## src/rtl/reg_space_apb_master.sv

```systemverilog
// rtl/reg_space_apb_master.sv - single-outstanding req/rsp to APB4 requester with ACCESS timeout
module reg_space_apb_master #(
    parameter int          ADDR_W      = 16,
    parameter logic [2:0]  PROT        = 3'b000,
    parameter int          TIMEOUT_CYC = 256
) (
    input  logic              clk,
    input  logic              rst_n,
    input  logic              req_vld,
    output logic              req_rdy,
    input  logic              req_write,
    input  logic [ADDR_W-1:0] req_addr,
    input  logic [31:0]       req_wdata,
    input  logic [3:0]        req_strb,
    output logic              rsp_vld,
    input  logic              rsp_rdy,
    output logic [31:0]       rsp_rdata,
    output logic              rsp_slverr,
    output logic              rsp_timeout,
    output logic [ADDR_W-1:0] p_addr,
    output logic [2:0]        p_prot,
    output logic              p_sel,
    output logic              p_enable,
    output logic              p_write,
    output logic [31:0]       p_wdata,
    output logic [3:0]        p_strb,
    input  logic              p_ready,
    input  logic [31:0]       p_rdata,
    input  logic              p_slverr
);
    localparam int CNT_W = (TIMEOUT_CYC > 0) ? $clog2(TIMEOUT_CYC + 1) : 1;
    localparam logic [CNT_W-1:0] LP_CNT_LAST = CNT_W'((TIMEOUT_CYC > 0) ? TIMEOUT_CYC - 1 : 0);
    localparam logic [CNT_W-1:0] LP_CNT_MAX  = CNT_W'(TIMEOUT_CYC);

    typedef enum logic [1:0] {ST_IDLE, ST_SETUP, ST_ACCESS, ST_RESP} state_t;

    state_t            r_state, w_state;
    logic [CNT_W-1:0]  r_cnt, w_cnt;
    logic              r_req_rdy, w_req_rdy;
    logic              r_rsp_vld, w_rsp_vld;
    logic [31:0]       r_rsp_rdata, w_rsp_rdata;
    logic              r_rsp_slverr, w_rsp_slverr;
    logic              r_rsp_timeout, w_rsp_timeout;
    logic [ADDR_W-1:0] r_p_addr, w_p_addr;
    logic              r_p_sel, w_p_sel;
    logic              r_p_enable, w_p_enable;
    logic              r_p_write, w_p_write;
    logic [31:0]       r_p_wdata, w_p_wdata;
    logic [3:0]        r_p_strb, w_p_strb;

    // Next-state logic computes the next value of every output so all outputs leave a flop.
    always_comb begin
        w_state       = r_state;
        w_cnt         = r_cnt;
        w_req_rdy     = r_req_rdy;
        w_rsp_vld     = r_rsp_vld;
        w_rsp_rdata   = r_rsp_rdata;
        w_rsp_slverr  = r_rsp_slverr;
        w_rsp_timeout = r_rsp_timeout;
        w_p_addr      = r_p_addr;
        w_p_sel       = r_p_sel;
        w_p_enable    = r_p_enable;
        w_p_write     = r_p_write;
        w_p_wdata     = r_p_wdata;
        w_p_strb      = r_p_strb;
        case (r_state)
            ST_IDLE: begin
                if (req_vld && r_req_rdy) begin
                    w_state   = ST_SETUP;
                    w_req_rdy = 1'b0;
                    w_cnt     = '0;
                    w_p_sel   = 1'b1;
                    w_p_addr  = {req_addr[ADDR_W-1:2], 2'b00};
                    w_p_write = req_write;
                    w_p_wdata = req_write ? req_wdata : 32'h0;
                    w_p_strb  = req_write ? req_strb : 4'h0;
                end
            end
            ST_SETUP: begin
                w_state    = ST_ACCESS;
                w_p_enable = 1'b1;
            end
            ST_ACCESS: begin
                if (p_ready) begin
                    w_state       = ST_RESP;
                    w_p_sel       = 1'b0;
                    w_p_enable    = 1'b0;
                    w_rsp_vld     = 1'b1;
                    w_rsp_rdata   = r_p_write ? 32'h0 : p_rdata;
                    w_rsp_slverr  = p_slverr;
                    w_rsp_timeout = 1'b0;
                end else if ((TIMEOUT_CYC != 0) && (r_cnt == LP_CNT_LAST)) begin
                    w_state       = ST_RESP;
                    w_cnt         = LP_CNT_MAX;
                    w_p_sel       = 1'b0;
                    w_p_enable    = 1'b0;
                    w_rsp_vld     = 1'b1;
                    w_rsp_rdata   = 32'h0;
                    w_rsp_slverr  = 1'b1;
                    w_rsp_timeout = 1'b1;
                end else begin
                    w_cnt = r_cnt + CNT_W'(1);
                end
            end
            ST_RESP: begin
                if (rsp_rdy) begin
                    w_state   = ST_IDLE;
                    w_rsp_vld = 1'b0;
                    w_req_rdy = 1'b1;
                end
            end
            default: begin
                w_state   = ST_IDLE;
                w_req_rdy = 1'b1;
            end
        endcase
    end

    always_ff @(posedge clk or negedge rst_n) begin
        if (!rst_n) begin
            r_state       <= ST_IDLE;
            r_cnt         <= '0;
            r_req_rdy     <= 1'b1;
            r_rsp_vld     <= 1'b0;
            r_rsp_rdata   <= 32'h0;
            r_rsp_slverr  <= 1'b0;
            r_rsp_timeout <= 1'b0;
            r_p_addr      <= '0;
            r_p_sel       <= 1'b0;
            r_p_enable    <= 1'b0;
            r_p_write     <= 1'b0;
            r_p_wdata     <= 32'h0;
            r_p_strb      <= 4'h0;
        end else begin
            r_state       <= w_state;
            r_cnt         <= w_cnt;
            r_req_rdy     <= w_req_rdy;
            r_rsp_vld     <= w_rsp_vld;
            r_rsp_rdata   <= w_rsp_rdata;
            r_rsp_slverr  <= w_rsp_slverr;
            r_rsp_timeout <= w_rsp_timeout;
            r_p_addr      <= w_p_addr;
            r_p_sel       <= w_p_sel;
            r_p_enable    <= w_p_enable;
            r_p_write     <= w_p_write;
            r_p_wdata     <= w_p_wdata;
            r_p_strb      <= w_p_strb;
        end
    end

    assign req_rdy     = r_req_rdy;
    assign rsp_vld     = r_rsp_vld;
    assign rsp_rdata   = r_rsp_rdata;
    assign rsp_slverr  = r_rsp_slverr;
    assign rsp_timeout = r_rsp_timeout;
    assign p_addr      = r_p_addr;
    assign p_prot      = PROT;
    assign p_sel       = r_p_sel;
    assign p_enable    = r_p_enable;
    assign p_write     = r_p_write;
    assign p_wdata     = r_p_wdata;
    assign p_strb      = r_p_strb;
endmodule
```

## config.mk

```make
export PLATFORM = sky130hd
export DESIGN_NAME = reg_space_apb_master
export DESIGN_NICKNAME = d
export VERILOG_FILES = /design/src/rtl/reg_space_apb_master.sv
export SDC_FILE = /design/constraint.sdc
export NUM_CORES = 1
export LEC_CHECK = 0
export BUFFER_PORTS_ARGS = -buffer_cell sky130_fd_sc_hd__clkbuf_2
export CAP_MARGIN = 30
export CORE_ASPECT_RATIO = 0.7
export CORE_MARGIN = 5
export CORE_UTILIZATION = 35
export DETAILED_ROUTE_END_ITERATION = 7
export PLACE_DENSITY_LB_ADDON = 0.25
export SYNTH_ARGS = -nofsm -noshare
export SYNTH_HDL_FRONTEND = slang
export SYNTH_SLANG_ARGS = --single-unit
```

## constraint.sdc

```tcl
create_clock -name clk -period 2 [get_ports clk]
set_input_delay 0.1 -clock clk [delete_from_list [all_inputs] [get_ports clk]]
set_output_delay 0.1 -clock clk [all_outputs]
set_load 0.03 [all_outputs]
```

==> qor.yml, run 1 <==
status: "finished clean"
required_ns: 2.21
multi_input_area_um2: 1409
grt_overflow: 0
synth.distinct_cells: 32
yosysSeqAreaShare_pct: 62.01
num_vias: 3637
cts_buffer_depth: 2
syn_area_um2: 4038
grt_use_total_pct: 16.61
synth_top_family_by_area: "compound AO/OA/AOI/OAI gates"
core-area_um2: 11130
synthSimpleGateAreaFrac_pct: 10.57
maxCapViolCount: 0
hold_viol: 0
synth_compound_area_share_pct: 16.95
synth.top_cell.area_share_pct: 61.36
viasPerCell: 4.639
num_rows: 32
ys_top_cells_by_area: "dfrtp_1 61%, nand2_1 7.7%, a22o_1 7.2%"
postSynthCellCount: 365
synthAdderAreaFrac_pct: 2.169
slowest_delay_ns: 0.40
skew_ns: 0.009944
ys_ff_latch: 100
yosys.area.top_type: "dfrtp_1"
wire_per_inst_um: 14.66
numCtsBuffers: 9
n_antenna_cell: 0
io_pins: 185
place_congestion: 0.8378
dp_hpwl_um: 7881
finalSetupViolCount: 0
syn-mean-instance-area_um2: 11.06
clk_pin_slew_ns: 0.07
worstSetupEndpointType: "flip-flop"
timing.fmax_mhz: 537.1
hold_path.class: "input port to flip-flop"
start_util_pct: 36.27
layout_min_cycle_time_ns: 1.862
drive_gt1_share_pct: 34.39
grt_pass1_vias: 3711
tightestPinTransition_ns: 0.7330
fillers: 973
crit_slowest_cell: "dfrtp_1"
ir_worst_vdd_mv: 0.4320
wl_um: 11490
ys_warn_count: 0
maxSlewHeadroom_pct: 51.13
cts_sinks: 100
grt_pass1_wl_um: 19020
worst-setup-path-type: "flip-flop to flip-flop"
crit_fanout: 17
root_buffer: "clkbuf_16"
worstSkewPairLatency_ns: 0.34
post-route-drc-count: 0
antenna_found_initial: 0
drtIter0Drc: 190
cp_cell_sequence: "inv_1, ha_1, nand3_4, buf_12, mux2_1"
timing.hold.ws_ns: 0.007272
nets: 724
ant_nets: 0
synthMuxAreaShare_pct: 4.183
rsz0062_at_grt: "false"
cp.arrival_ns: 2.07
finalCritPeriodShare_pct: 93.09
synthXorXnorAreaFrac_pct: 0
dieArea_um2: 13820
fin_setup_tns_ns: 0
htreeDepth: 3
die_w_um: 138.4
start_kind: "flip-flop"
cts_tree: "done"
syn2layout_area_growth_pct: 55.16
die_h_um: 99.86
powerDensity_nw_per_um2: 633.5
slew_violations: 0
p_leak_nw: 3.298
regArea_um2: 2504
portBuffers: 177
grt_max_degree: 56
first_pass_iters: 4
==> cells in the final DEF (no fill, tap or decap), types with 3 or more instances in the layout <==
cell           netlist  routed
buf_4                6      14
inv_6                0       3
conb_1               1       5
a21oi_1              7       7
nand3_1              4       3
a22o_1              33      33
ha_1                 7       6
mux2_1              15      15
o21ai_0             13      13
dfrtp_1             99      99
clkbuf_2             0     176
clkbuf_16            0       9
o21ai_1             43      43
dlygate4sd3_1        0      79
buf_12               0       4
inv_1                6       6
nand2_1             83      83
nor2_1               4       3
==> final cells by class <==
| class | count | area share [%] |
|---|---|---|
| flip-flops and latches | 100 | 39.96 |
| repair buffers | 273 | 29.64 |
| multi-input cells | 236 | 22.49 |
| clock buffers | 9 | 3.595 |
| well taps | 153 | 3.056 |
| clock inverters | 7 | 0.8987 |
| inverters | 6 | 0.3595 |
==> repair_timing <==
action                                  CTS  global route
endpoints found under the setup margin    0             6
gates resized for setup                   0             2
endpoints found under the hold margin    96             1
setup buffers                             0             1
hold buffers                             78             1
==> report_power, final <==
part           leakage, nW  switching [mW]  internal [mW]
registers             1.39               0           2.02
logic                 1.77           0.131          0.176
clock network        0.142           0.777          0.864
total                 3.30           0.908           3.06
==> critical path: cells and delay by family, from the launching register on <==
family | cells | cell delay, ns
flops | 1 | 0.40
buf+inv | 2 | 0.38
fa+ha+maj | 1 | 0.32
mux | 1 | 0.32
simple gates | 1 | 0.31
==> worst paths after layout <==
| kind | slack, ns | cells after the start | startpoint | to |
|---|---|---|---|---|
| min | 0.007 | 2 | p_rdata[15] | rsp_rdata[15]$_DFFE_PN0P_ |
| min reg2reg | 0.48 | 2 | p_strb[0]$_DFFE_PN0P_ | p_strb[0]$_DFFE_PN0P_ |
| max in group asynchronous | 1.16 | 3 | rst_n | p_addr[9]$_DFFE_PN0P_ |
| max | 0.14 | 5 | r_state[1]$_DFFE_PN0P_ | p_addr[3]$_DFFE_PN0P_ |
| min in group asynchronous | 0.19 | 2 | rst_n | p_wdata[25]$_DFFE_PN0P_ |
| max reg2reg | 0.14 | 5 | r_state[1]$_DFFE_PN0P_ | p_addr[3]$_DFFE_PN0P_ |
==> cells by family after synthesis <==
kind of cell / after synthesis
fa+ha+maj: 7
simple gates: 103
mux: 15
buf+inv: 33
other cells: 1
flops: 100
compound gates: 106
==> registers in the layout, summed over array words and instances, names as in the netlist, 2 cells and up <==
name       cells
p_addr        14
r_state        2
p_wdata       32
p_strb         4
rsp_rdata     32
r_cnt          9
==> cells in the mapped netlist (all sizes together) <==
cell type  count
dfstp          1
clkbuf         7
ha             7
and4           2
inv            6
mux2          15
o21a           1
nand3          4
and3           2
a41oi          1
a31oi          2
nor2b          2
o211ai         1
nand2         83
conb           1
a21oi          7
a21bo          1
nand2b         2
a22o          33
and2           1
nand4          2
o21ai         57
a222oi         1
nor2           5
dfrtp         99
buf           20
o31ai          2
==> through the flow <==
stage          worst slack (ns)  instances  util (%)  instance area [um2]  power, mW
3_5_place_dp            0.09063        688     46.52                 5177      2.244
2_1_floorplan            0.2318        369         -                 4053      2.110
4_1_cts                 0.08242        782     56.06                 6240      4.031
3_3_place_gp             0.1248        688     46.52                 5177      2.244
6_report                 0.1381        784     56.28                 6265      3.969
5_1_grt                 0.01958        784     56.28                 6265      4.149
==> routing by layer <==
metal	share of wire, %	track usage (%)	up-vias
met5	0	0	-
met4	1.3	4.176	0
met3	6.2	4.667	12
met2	47	27.70	119
met1	45	21.64	1721
li1	-	-	1785
(Power assumes the default switching activity.)
==> run 2, diff against run 1 <==
Settings changed: CAP_MARGIN 30 to default, GPL_TIMING_DRIVEN from default to 0.
==> qor.yml, run 2 (synthesis results as in run 1) <==
status: "finished clean"  # unchanged
cts_tree: "done"  # unchanged
use_met2_pct: 30.51  # was 27.70%
timing.rr.start: "r_cnt[3]$_DFFE_PN0P_"  # was r_state[1]$_DFFE_PN0P_
dieArea_um2: 13820  # unchanged
pre_cts_slack_ns: -0.03615  # was 0.09063 ns
maxSlewHeadroom_pct: 52.44  # was 51.13%
rr_worst_depth: 8  # was 5
post-route-drc-count: 0  # unchanged
crit_fanout: 7  # was 17
num_rows: 32  # unchanged
cp_cell_sequence: "and4_4, and4_1, ha_4, nor2_4, a222oi_1, buf_4, o21ai_1, o21ai_0"  # was inv_1, ha_1, nand3_4, buf_12, mux2_1
drtIter0Drc: 169  # was 190
start_util_pct: 36.27  # unchanged
cts_buffer_depth: 2  # unchanged
placed_area_um2: 5155  # was 5177 um2
dp_hpwl_um: 8473  # was 7881 um
fin_setup_tns_ns: 0  # unchanged
grt_use_total_pct: 18.07  # was 16.61%
final_common_cell: "clkbuf_2"  # unchanged
htreeDepth: 3  # unchanged
portBuffers: 176  # was 177
core-area_um2: 11130  # unchanged
powerDensity_nw_per_um2: 634.6  # was 633.5 nW/um2
slowest_delay_ns: 0.42  # was 0.40 ns
syn2layout_area_growth_pct: 55.97  # was 55.16%
crit_slowest_cell: "dfrtp_1"  # unchanged
hold_viol: 0  # unchanged
instances_no_fill: 797  # was 784
drive_gt1_share_pct: 34.78  # was 34.39%
required_ns: 2.26  # was 2.21 ns
finalSetupViolCount: 0  # unchanged
antenna_found_initial: 0  # unchanged
p_leak_nw: 3.304  # was 3.298 nW
worstSkewPairLatency_ns: 0.34  # about the same
cp_top_family: "simple AND/OR/NAND/NOR gates"  # was flip-flops
holdPathStages: 3  # was 2
maxCapViolCount: 0  # unchanged
hp-start: "req_wdata[30]"  # was p_rdata[15]
grt_overflow: 0  # unchanged
use_met3_pct: 5.238  # was 4.667%
hold_path.class: "input port to flip-flop"  # unchanged
cts_sinks: 100  # unchanged
worstSetupEndpointType: "flip-flop"  # unchanged
die_h_um: 99.86  # unchanged
regToRegEndpoint: "r_state[0]$_DFFE_PN0P_"  # was p_addr[3]$_DFFE_PN0P_
timing.fmax_mhz: 528.8  # was 537.1 MHz
power.total_mw: 3.996  # was 3.969 mW
placedCellCount: 699  # was 688
cp.arrival_ns: 2.15  # was 2.07 ns
num_vias: 3723  # was 3637
cp.buffers_inverters: 1  # was 2
die_w_um: 138.4  # unchanged
slew_violations: 0  # unchanged
start_kind: "flip-flop"  # unchanged
nets: 737  # was 724
reg2reg_slack_ns: 0.11  # was 0.14 ns
n_antenna_cell: 0  # unchanged
tightestPinTransition_ns: 0.7134  # was 0.7330 ns
first_pass_iters: 4  # unchanged
viasPerCell: 4.671  # was 4.639
root_buffer: "clkbuf_16"  # unchanged
layout_min_cycle_time_ns: 1.891  # was 1.862 ns
wl_um: 12170  # was 11490 um
numCtsBuffers: 9  # unchanged
grt_pass1_wl_um: 20400  # was 19020 um
io_pins: 185  # unchanged
grtUsageMet1_pct: 22.91  # was 21.64%
hold_end: "p_wdata[30]$_DFFE_PN0P_"  # was rsp_rdata[15]$_DFFE_PN0P_
skew_ns: 0.007700  # was 0.009944 ns
worst-setup-path-type: "flip-flop to flip-flop"  # unchanged
wire_per_inst_um: 15.26  # was 14.66 um
place_congestion: 0.7963  # was 0.8378
final_area_um2: 6297  # was 6265 um2
ant_nets: 0  # unchanged
rsz0062_at_grt: "false"  # unchanged
grt_pass1_vias: 3988  # was 3711
setup_slack_ns: 0.1088  # was 0.1381 ns
clk_pin_slew_ns: 0.07  # about the same
top_usage_layer: "met2"  # unchanged
ir_worst_vdd_mv: 0.3839  # was 0.4320 mV
final_cell_mix: "175 x clkbuf_2, 99 x dfrtp_1, 83 x nand2_1"  # was 176 x clkbuf_2, 99 x dfrtp_1, 83 x nand2_1
finalCritPeriodShare_pct: 94.56  # was 93.09%
grt_max_degree: 52  # was 56
==> run 2: stage by stage <==
stage               hold WS, ns  utilization (%)
CTS                    0.006108            56.01
detailed placement       0.2225            46.31
global placement         0.3110            46.04
global route           0.005835            56.58
finish                  0.01229            56.58
floorplan               -0.1956                -
==> run 2: what timing repair did <==
action | in CTS | in global routing
setup endpoints to repair | 34 | 88
pin swaps | 1 | 0
hold buffers | 79 | 0
setup buffers | 1 | 2
gates resized for setup | 0 | 9
hold endpoints to repair | 127 | 0
==> run 2: report_power, final <==
part	switching, mW	internal [mW]
Sequential	0	2.02
Clock	0.795	0.864
Combinational	0.133	0.184
==> run 2: how the worst max path moves through the flow <==
stage	endpoint	depth (start not counted)	start	slack (ns)
after floorplan	r_cnt[4]$_DFFE_PN0P_	7	r_cnt[0]$_DFFE_PN0P_	0.23
after global placement	p_addr[14]$_DFFE_PN0P_	1	rst_n	-0.48
after detailed placement	rsp_rdata[8]$_DFFE_PN0P_	6	r_cnt[0]$_DFFE_PN0P_	-0.04
after CTS	rsp_rdata[8]$_DFFE_PN0P_	6	r_cnt[0]$_DFFE_PN0P_	-0.04
after global routing	r_state[0]$_DFFE_PN0P_	8	r_cnt[3]$_DFFE_PN0P_	0.008
final	r_state[0]$_DFFE_PN0P_	8	r_cnt[3]$_DFFE_PN0P_	0.11
==> run 2: cell type report <==
cell class | instances | area (um2)
plain buffers | 27 | 140.1
clock buffers | 9 | 225.2
clock inverters | 7 | 56.30
fillers | 971 | 4833
inverters | 6 | 22.52
multi-input cells | 236 | 1434
flip-flops and latches | 100 | 2504
well taps | 153 | 191.4
repair buffers | 259 | 1724
==> run 2: per-layer routing <==
| layer | part of all wire (%) | vias up |
|---|---|---|
| met5 | 0 | - |
| met4 | 1.7 | 0 |
| met3 | 6.0 | 19 |
| met2 | 48 | 125 |
| met1 | 45 | 1779 |
| li1 | - | 1800 |
==> run 2: tightest hold or removal path, cell delays in order <==
cell	delay, ns
clkbuf_2	0.08
nand2_1	0.05
o21ai_0	0.07
